--- src/rtl/note_judge.sv ---
`default_nettype none
// ============================================================================
// Module   : note_judge
// Purpose  : Rhythm-game note highway and strike judge. Chart notes enter
//            row 0 on every eighth-note step and scroll toward the strike
//            row (DEPTH-1). A strum is judged against the strike row. Hits
//            build a streak, a multiplier and a score; misses clear the streak.
// Ports    : clk        - single clock, posedge
//            reset      - synchronous active-high reset
//            eight_beat - one-cycle pulse per eighth-note step
//            exp_notes  - chart notes entering row 0 (bit per fret)
//            frets      - fret buttons currently held
//            strum      - one-cycle strum pulse
//            highway    - all rows, row i at [5i+4:5i]; a judged strike row
//                         reads as zero
//            hit/miss   - one-cycle judgement pulses
//            score      - accumulated points, saturating at 16'hFFFF
//            streak     - consecutive hits, saturating at 255
//            mult       - current multiplier 1..4
// Config   : NOTE_JUDGE_OVERSTRUM_EN - when defined, a strum on an empty
//            strike row counts as a miss; otherwise it is ignored.
// Revision : 1.0 - initial release
// ============================================================================
module note_judge #(
  parameter int DEPTH = 8,
  parameter int PTS   = 10
) (
  input  logic               clk,
  input  logic               reset,
  input  logic               eight_beat,
  input  logic [4:0]         exp_notes,
  input  logic [4:0]         frets,
  input  logic               strum,
  output logic [5*DEPTH-1:0] highway,
  output logic               hit,
  output logic               miss,
  output logic [15:0]        score,
  output logic [7:0]         streak,
  output logic [2:0]         mult
);

  localparam logic [31:0] c_PTS32 = 32'(PTS);

  typedef enum logic [1:0] {
    EMPTY   = 2'd0,
    PENDING = 2'd1,
    JUDGED  = 2'd2
  } state_t;

  state_t      state_q;
  logic [4:0]  rows_q [DEPTH];
  logic        hit_q;
  logic        miss_q;
  logic [15:0] score_q;
  logic [7:0]  streak_q;

  logic        w_judge;
  logic        w_over;
  logic        hit_d;
  logic        miss_d;
  logic [2:0]  w_mult;
  logic [31:0] w_sum;
  logic [15:0] score_d;
  logic [7:0]  streak_d;

  // streak/8 >= 3 exactly when streak >= 24
  always_comb begin
    w_mult = 3'd1;
    if ((streak_q[7:5] != 3'd0) || (streak_q[4:3] == 2'b11)) begin
      w_mult = 3'd4;
    end else begin
      w_mult = {1'b0, streak_q[4:3]} + 3'd1;
    end
  end

  always_comb begin
    w_judge = strum && (state_q == PENDING);
`ifdef NOTE_JUDGE_OVERSTRUM_EN
    w_over  = strum && (state_q == EMPTY);
`else
    w_over  = 1'b0;
`endif
    hit_d   = w_judge && (frets == rows_q[DEPTH-1]);
    // A strum in the beat cycle is judged instead of the pass-through miss,
    // so a single note can never produce two misses.
    miss_d  = (w_judge && !hit_d) || w_over ||
              (eight_beat && (state_q == PENDING) && !strum);

    // Points use the multiplier from before this hit's streak increment.
    w_sum   = {16'd0, score_q} + (c_PTS32 * {29'd0, w_mult});
    score_d = score_q;
    if (hit_d) begin
      score_d = (w_sum > 32'h0000_FFFF) ? 16'hFFFF : w_sum[15:0];
    end

    streak_d = streak_q;
    if (hit_d) begin
      streak_d = (streak_q == 8'hFF) ? 8'hFF : streak_q + 8'd1;
    end else if (miss_d) begin
      streak_d = 8'd0;
    end
  end

  always_ff @(posedge clk) begin
    if (reset) begin
      for (int i = 0; i < DEPTH; i++) begin
        rows_q[i] <= 5'd0;
      end
      state_q  <= EMPTY;
      hit_q    <= 1'b0;
      miss_q   <= 1'b0;
      score_q  <= 16'd0;
      streak_q <= 8'd0;
    end else begin
      hit_q    <= hit_d;
      miss_q   <= miss_d;
      score_q  <= score_d;
      streak_q <= streak_d;
      if (eight_beat) begin
        // Shift wins over the judge: the judged row leaves the highway anyway.
        rows_q[0] <= exp_notes;
        for (int i = 1; i < DEPTH; i++) begin
          rows_q[i] <= rows_q[i-1];
        end
        state_q <= (rows_q[DEPTH-2] != 5'd0) ? PENDING : EMPTY;
      end else if (w_judge) begin
        // Clearing the judged note makes it vanish from the display.
        rows_q[DEPTH-1] <= 5'd0;
        state_q         <= JUDGED;
      end
    end
  end

  for (genvar gi = 0; gi < DEPTH; gi++) begin : g_hwy
    assign highway[5*gi +: 5] = rows_q[gi];
  end

  assign hit    = hit_q;
  assign miss   = miss_q;
  assign score  = score_q;
  assign streak = streak_q;
  assign mult   = w_mult;

endmodule
`default_nettype wire

--- config.mk ---
export PLATFORM = sky130hd
export DESIGN_NAME = note_judge
export DESIGN_NICKNAME = d
export VERILOG_FILES = /design/src/rtl/note_judge.sv
export SDC_FILE = /design/constraint.sdc
export NUM_CORES = 1
export LEC_CHECK = 0
export CAP_MARGIN = 10
export CORE_UTILIZATION = 49
export DETAILED_ROUTE_END_ITERATION = 16
export PLACE_DENSITY = 0.86
export SLEW_MARGIN = 25
export SYNTH_ARGS = -nofsm -noshare
export SYNTH_HDL_FRONTEND = slang
export SYNTH_SLANG_ARGS = --single-unit
--- constraint.sdc ---
create_clock -name clk -period 3.97 [get_ports clk]
set_clock_uncertainty 0.05 [all_clocks]
set_input_delay 0.5955 -clock clk [delete_from_list [all_inputs] [get_ports clk]]
set_output_delay 0.5955 -clock clk [all_outputs]
set_load 0.005 [all_outputs]
==> impl_metrics.toml, run 1 <==
[outcome]
outcome = "finished, final reports clean"

[clock_network]
cts_tree = "done"
cts.path.max_buffers = 2
holdBufCountCts = 0
numClockSinks = 68
cts.repair.resized = 0
post-cts-setup-buffer-count = 0
cts-buffers-inserted = 9
worst_skew_pair.late_latency_ps = 340
cts.reportedPaths.clkPinSlew_ps = 70
h-tree-depth = 3
cts_root_buf = "clkbuf_8"

[die]
start_util = 0.522
die_h_microns = 82.6
fp.dieW_microns = 82.6
coreArea_sq_mm = 0.00610
io_pins = 83
num_rows = 28
dieArea_sq_mm = 0.00682

[timing]
drv_slew = 0
min_period_over_period = 0.866
fin_crit_ps = 3440
tightestPinTransition_ps = 808
grt_setup_unrepaired = "no"
hold_violations = 0
finalWorstSetupSlack_ps = 533
setup_tns_ps = 0
setup_viol = 0
fmax_mhz = 291
slew_headroom = 0.458

[placement]
place_congestion = 0.853
post-place-ws_ps = 572
post-dp-hpwl_microns = 4960
placed_cell_area_sq_mm = 0.00407
numPortBuffers = 82

[final_layout]
multiInputGateArea_sq_mm = 0.00134
design_area_sq_mm = 0.00429
diodes = 0
seqCellArea_sq_mm = 0.00176
fillers = 454
drive_gt1_frac = 0.0829
nets = 394
area.growth.synth_to_final_pct = 34.9

[synth]
synth_edf_count = 40
synth_area_sq_mm = 0.00318
synthCells = 284
synth_fp_nets = 309
synthDistinctLibCells = 53
ys.flop_type = "edfxtp_1"
synth_area_per_cell_sq_um = 11.2
synthArstFlopShare = 0
ys_seq_area_frac = 0.553
synth_seq_cells = 68
yosysWarnings = 0

[global_routing]
overflow = 0
grt_pass1_vias = 2276
antenna_found_initial = 0
grt_use_total = 0.219
grt_max_degree = 37
grt_pass1_wl_microns = 10900

[routing]
wirelength_microns = 6910
dr.pass1.iters = 5
ant_nets = 0
viasPerCell = 5.48
vias = 2461
drc = 0
drtIter0Drc = 102
post_drt_wl_per_cell_microns = 15.4

[power_and_ir_drop]
power.leakage_nw = 1.61
combPwrFrac = 0.090
power.density_mw_per_mm2 = 367
switchingPower_w = 0.000340
irDropWorstVdd_mv = 0.263
seqPwrFrac = 0.506
swShare = 0.216
p_int_w = 0.00124
p_total_w = 0.00158
pwr-share-clk = 0.404

[setup_path]
crit_path_cell_trace = "ha_1 -> nor4_1 -> inv_1 -> nor2_1 -> ha_1 -> ha_1 -> ha_1 -> o211ai_1 -> o21a_2 -> nor3_4 -> and3b_1 -> a311oi_2"
required_ps = 4170
path_max_fanout = 11
end_kind = "flip-flop"
crit_arrival_ps = 3640
slowest_stage = "nor3_4"
path_class = "flip-flop to flip-flop"
crit_top_cell = "ha_1"
cpPeakStageDelay_ps = 430
worstSetupStartpointType = "flip-flop"

[hold_path]
worstHoldPathType = "flip-flop to flip-flop"

[run]
drv_cap = 0
per-stage QoR:
step | utilization | instances | hold slack (ps)
after global routing | 0.704 | 449 | 443
after CTS | 0.704 | 449 | 432
after global placement | 0.667 | 433 | 390
final | 0.704 | 449 | 425
after detailed placement | 0.667 | 433 | 415
after floorplan | - | 284 | 380
sequential cells by signal, indices dropped and copies added (netlist names):
signal,count
score,16
hit,1
state_q,2
miss,1
rows_q,40
streak,8
placed cells by master, fill, tap and decap left out, types with 2 or more instances in the layout:
cell type        count
a211oi_1             7
a21o_1               4
a21oi_1              9
a221oi_2             2
a22o_1               5
a311oi_1             2
a31oi_1              4
a41oi_1              2
and2_1              37
and3_1               3
and4_1               2
buf_4                3
bufinv_16            2
clkbuf_8            10
clkdlybuf4s50_1     82
clkinvlp_4           2
dfxtp_1             28
edfxtp_1            40
ha_1                10
inv_1                8
nand2_1             10
nand2b_1             2
nand3_1              6
nand4_1              4
nor2_1              21
nor2b_1             10
nor3_1              10
nor3_2               2
nor4_1               4
o211ai_1             2
o21a_1               2
o21ai_0              7
o31a_1               2
or3_1                2
xnor2_1              6
xor2_1               2
area by class of cell:
type,instances,area share
Sequential cell,68,0.410
Multi-Input combinational cell,196,0.311
Timing Repair Buffer,85,0.196
Clock buffer,11,0.0329
Tap cell,75,0.0219
Clock inverter,5,0.0195
Inverter,9,0.00787
logic make-up after synthesis:
| kind of cell | count (synthesis) | share of synthesized area |
|---|---|---|
| fa+ha+maj | 11 | 0.0456 |
| buf+inv | 20 | 0.0267 |
| flops | 68 | 0.553 |
| xor+xnor | 8 | 0.0220 |
| simple gates | 124 | 0.227 |
| compound gates | 53 | 0.125 |
per-layer routing:
layer | up-vias | global-route usage | part of all wire
li1 | 1209 | - | -
met1 | 1159 | 0.264 | 0.42
met2 | 81 | 0.366 | 0.49
met3 | 12 | 0.0626 | 0.074
met4 | 0 | 0.0914 | 0.016
met5 | - | 0 | 0
critical path: cells and delay by family, from the launching register on:
| family | cells | cell delay [ps] |
|---|---|---|
| flip-flops | 1 | 390 |
| adder cells (fa/ha/maj) | 4 | 990 |
| buffers and inverters | 1 | 160 |
| AO/OA/AOI/OAI | 3 | 670 |
| AND/OR/NAND/NOR | 4 | 1090 |
power groups by stage:
stage	Clock [W]	Combinational, W	Sequential [W]
2_1_floorplan	0	0.0000497	0.000816
3_3_place_gp	0	0.000139	0.000812
3_5_place_dp	0	0.000142	0.000815
4_1_cts	0.000650	0.000143	0.000799
5_1_grt	0.000675	0.000154	0.000804
6_report	0.000638	0.000141	0.000799
cells in the mapped netlist (3+ instances only):
master | count | area share
nor2b_1 | 10 | 0.020
a21o_1 | 4 | 0.0094
nor2_1 | 21 | 0.025
nor4_1 | 4 | 0.0079
nand2_1 | 10 | 0.012
nor3_1 | 10 | 0.016
clkbuf_1 | 6 | 0.0071
edfxtp_1 | 40 | 0.38
o21ai_0 | 7 | 0.011
dfxtp_1 | 28 | 0.18
and3_1 | 3 | 0.0059
and2_1 | 37 | 0.073
a31oi_1 | 4 | 0.0079
nand3_1 | 6 | 0.0094
xnor2_1 | 6 | 0.017
a22o_1 | 5 | 0.014
ha_1 | 10 | 0.039
nand4_1 | 4 | 0.0079
inv_1 | 8 | 0.0094
a211oi_1 | 7 | 0.017
a21oi_1 | 9 | 0.014
final timing paths:
check             start    endpoint  slack [ps]  depth (start not counted)
max           streak[3]   score[15]         530                         12
min          state_q[1]  state_q[1]         430                          2
max reg2reg   streak[3]   score[15]         530                         12
min reg2reg  state_q[1]  state_q[1]         430                          2
Power figures use the tool's default switching activity.
==> inputs of run 2 (changes only) <==
CTS_BUF_LIST = sky130_fd_sc_hd__clkbuf_4 sky130_fd_sc_hd__clkbuf_8 sky130_fd_sc_hd__clkbuf_16   (was unset)
GPL_TIMING_DRIVEN = 1   (was unset)
==> impl_metrics.toml, run 2 (same netlist as run 1, synthesis figures left out) <==
[outcome]
outcome = "finished, final reports clean"

[routing]
wirelength_microns = 6860
ant_nets = 0
drtIter0Drc = 100
viasPerCell = 5.47
drc = 0
dr.pass1.iters = 4
vias = 2455
post_drt_wl_per_cell_microns = 15.3

[setup_path]
path_class = "flip-flop to flip-flop"
crit_path_cell_trace = "ha_1 -> nor4_1 -> inv_1 -> nor2_1 -> ha_1 -> ha_1 -> ha_1 -> o211ai_1 -> o21a_2 -> nor3_4 -> and3b_1 -> a311oi_2"
slowest_stage = "nor3_4"
cpPeakStageDelay_ps = 430
end_kind = "flip-flop"
required_ps = 4170
crit_top_cell = "ha_1"
crit_arrival_ps = 3640
path_max_fanout = 11
worstSetupStartpointType = "flip-flop"

[die]
start_util = 0.522
dieArea_sq_mm = 0.00682
num_rows = 28
io_pins = 83
fp.dieW_microns = 82.6
die_h_microns = 82.6
coreArea_sq_mm = 0.00610

[clock_network]
worst_skew_pair.late_latency_ps = 340
holdBufCountCts = 0
post-cts-setup-buffer-count = 0
cts_root_buf = "clkbuf_8"
cts.path.max_buffers = 2
h-tree-depth = 3
cts_tree = "done"
numClockSinks = 68
cts-buffers-inserted = 9
cts.repair.resized = 0
cts.reportedPaths.clkPinSlew_ps = 70

[global_routing]
grt_pass1_wl_microns = 10900
overflow = 0
grt_pass1_vias = 2270
grt_max_degree = 37
grt_use_total = 0.219
antenna_found_initial = 0

[power_and_ir_drop]
power.leakage_nw = 1.61
power.density_mw_per_mm2 = 369
irDropWorstVdd_mv = 0.351

[timing]
fin_crit_ps = 3440
setup_viol = 0
grt_setup_unrepaired = "no"
drv_slew = 0
min_period_over_period = 0.865
hold_violations = 0
setup_tns_ps = 0
tightestPinTransition_ps = 820
slew_headroom = 0.451
fmax_mhz = 291

[final_layout]
area.growth.synth_to_final_pct = 35.0
drive_gt1_frac = 0.0856
largest_reg_flops = 40
final_common_cell = "clkdlybuf4s50_1"
diodes = 0
final_cell_mix = "clkdlybuf4s50_1, edfxtp_1, and2_1, dfxtp_1, nor2_1"
top_register = "rows_q"
nets = 394
design_area_sq_mm = 0.00430
fillers = 456

[placement]
post-dp-hpwl_microns = 4960
placed_cell_area_sq_mm = 0.00407
place_congestion = 0.853
numPortBuffers = 82

[run]
drv_cap = 0

[hold_path]
worstHoldPathType = "flip-flop to flip-flop"
-- run 2: worst paths after layout --
path / start / to / slack, ps / cells past startpoint
max: streak[3] / score[15] / 530 / 12
min: state_q[1] / state_q[1] / 430 / 2
max reg2reg: streak[3] / score[15] / 530 / 12
min reg2reg: state_q[1] / state_q[1] / 430 / 2
-- run 2: critical path: cells and delay by family (launching register included) --
family | cells | cell delay (ps)
compound gates | 3 | 670
fa+ha+maj | 4 | 1000
simple gates | 4 | 1090
buf+inv | 1 | 160
flops | 1 | 390
-- run 2: metrics by stage --
step	utilization	instances	hold slack (ps)	power (W)	setup slack (ps)
floorplan	-	284	380	0.000865	996
global placement	0.667	433	390	0.000951	671
detailed placement	0.667	433	415	0.000957	572
CTS	0.705	449	432	0.00160	541
global route	0.705	449	443	0.00164	294
finish	0.705	449	425	0.00159	535
-- run 2: report_power, final --
part           leakage [nW]  switching (W)  internal (W)  total [W]
Combinational         0.837      0.0000580     0.0000833   0.000141
Sequential            0.668      0.0000177      0.000781   0.000799
Clock                 0.110       0.000267      0.000380   0.000647
Total                  1.61       0.000343       0.00124    0.00159
-- run 2: layout make-up --
| type | count | area (sq um) | share of cell area |
|---|---|---|---|
| repair buffers | 85 | 843 | 0.196 |
| clock buffers | 11 | 145 | 0.0338 |
| clock inverters | 5 | 83.8 | 0.0195 |
| flip-flops and latches | 68 | 1760 | 0.410 |
| well taps | 75 | 93.8 | 0.0218 |
| inverters | 9 | 33.8 | 0.00786 |
| multi-input cells | 196 | 1340 | 0.311 |
-- run 2: routing by layer --
metal,vias up,global-route usage,share of wire
met5,-,0,0
met4,0,0.0914,0.015
met3,10,0.0659,0.068
met2,82,0.364,0.49
met1,1154,0.265,0.43
li1,1209,-,-
==> inputs of run 3 (changes only) <==
CORE_MARGIN = 1.5   (was unset)
CORE_UTILIZATION = 35   (was 49)
HOLD_SLACK_MARGIN = 0.05   (was unset)
PLACE_DENSITY = 0.67   (was 0.86)
==> impl_metrics.toml, run 3 (same netlist as run 1, synthesis figures left out) <==
[outcome]
outcome = "finished, final reports clean"

[routing]
post_drt_wl_per_cell_microns = 14.4
wirelength_microns = 6970
dr.pass1.iters = 4
ant_nets = 0
drc = 0
viasPerCell = 5.05
drtIter0Drc = 93
vias = 2445

[power_and_ir_drop]
pwr-share-clk = 0.387
power.density_mw_per_mm2 = 355
p_int_w = 0.00117
p_total_w = 0.00154
power.leakage_nw = 1.61
seqPwrFrac = 0.520
irDropWorstVdd_mv = 0.210
combPwrFrac = 0.093
swShare = 0.242
switchingPower_w = 0.000373

[setup_path]
crit_top_cell = "ha_1"
cpPeakStageDelay_ps = 430
reg2reg_depth = 12
cp_top_family = "simple AND/OR/NAND/NOR gates"
slowest_stage = "nor3_4"
required_ps = 4170
path_max_fanout = 11
crit_path_cell_trace = "ha_1 -> nor4_1 -> inv_1 -> nor2_1 -> ha_1 -> ha_1 -> ha_1 -> o211ai_1 -> o21a_2 -> nor3_4 -> and3b_1 -> a311oi_2"
crit_arrival_ps = 3650
crit_buf_inv = 1
reg2reg_to = "score[15]"
r2r_start = "streak[3]"
end_kind = "flip-flop"
worstSetupStartpointType = "flip-flop"
path_class = "flip-flop to flip-flop"
rrSetupSlack_ps = 520

[clock_network]
holdBufCountCts = 0
cts.path.max_buffers = 2
post-cts-setup-buffer-count = 0
worst_skew_pair.late_latency_ps = 350
cts.reportedPaths.clkPinSlew_ps = 80
numClockSinks = 68
cts-buffers-inserted = 9
cts_tree = "done"
h-tree-depth = 3
cts_root_buf = "clkbuf_8"
cts.repair.resized = 0

[timing]
fin_crit_ps = 3450
hold_violations = 0
setup_viol = 0
min_period_over_period = 0.868
hold_slack_ps = 442
setup_tns_ps = 0
drv_slew = 0
tightestPinTransition_ps = 761
fmax_mhz = 290
grt_setup_unrepaired = "no"
finalWorstSetupSlack_ps = 523
slew_headroom = 0.490

[global_routing]
grt_max_degree = 37
antenna_found_initial = 0
overflow = 0
grt_pass1_vias = 2414
grt_pass1_wl_microns = 11600
grt_use_total = 0.149

[final_layout]
drive_gt1_frac = 0.0904
diodes = 0
final_common_cell = "clkdlybuf4s50_1"
final_cell_mix = "clkdlybuf4s50_1, edfxtp_1, and2_1, dfxtp_1, nor2_1"
fillers = 810
area.growth.synth_to_final_pct = 36.1
largest_reg_flops = 40
design_area_sq_mm = 0.00433
top_register = "rows_q"
nets = 396

[hold_path]
worstHoldPathType = "flip-flop to flip-flop"
hold_path_end = "score[0]"
min_from = "score[0]"
holdPathStages = 2

[placement]
place_congestion = 0.910
placed_cell_area_sq_mm = 0.00413
numPortBuffers = 82
post-dp-hpwl_microns = 5070
post-place-ws_ps = 547

[die]
start_util = 0.363
die_h_microns = 98.4
dieArea_sq_mm = 0.00968
coreArea_sq_mm = 0.00876
num_rows = 34
io_pins = 83
fp.dieW_microns = 98.4

[run]
drv_cap = 0
## run 3: cell types whose count changed in the layout (fill, tap and decap cells not counted)
cell and delta:
buf_4 +2, inv_6 +2, bufinv_16 -1, clkbuf_4 -1, clkbuf_8 -1, inv_8 +1
## run 3: layout make-up
class,count,area (sq um),area share
multi-input cells,196,1340,0.308
flip-flops and latches,68,1760,0.407
clock inverters,7,82.6,0.0191
repair buffers,87,858,0.198
clock buffers,9,124,0.0286
well taps,108,135,0.0312
inverters,9,33.8,0.00780
## run 3: power by group through the flow
stage	logic [W]	registers, W	clock network [W]
floorplan	0.0000497	0.000816	0
global placement	0.000144	0.000815	0
detailed placement	0.000144	0.000816	0
CTS	0.000145	0.000801	0.000611
global route	0.000156	0.000805	0.000639
finish	0.000143	0.000800	0.000596
## run 3: routing by layer
| metal | GRT usage | wire length, microns |
|---|---|---|
| met1 | 0.183 | 2950 |
| met2 | 0.243 | 3360 |
| met3 | 0.0580 | 574 |
| met4 | 0.0466 | 82 |
| met5 | 0 | 0 |
## run 3: worst max-delay path by stage
stage / from / end / slack [ps] / cells after the start
6_report: streak[3] / score[15] / 520 / 12
3_3_place_gp: streak[3] / score[15] / 660 / 12
5_1_grt: streak[3] / score[15] / 200 / 12
3_5_place_dp: streak[3] / score[15] / 550 / 12
2_1_floorplan: streak[3] / score[12] / 1000 / 13
4_1_cts: streak[3] / score[15] / 500 / 12
## run 3: stage by stage
stage / cells / utilization
after floorplan: 284 / -
after global placement: 468 / 0.471
after detailed placement: 468 / 0.471
after CTS: 484 / 0.494
after global routing: 484 / 0.494
final: 484 / 0.494
## run 3: tightest hold or removal path, stage by stage, from the launching register on
cell	delay, ps
dfxtp_1	340
a21oi_1	40
nor2_1	70
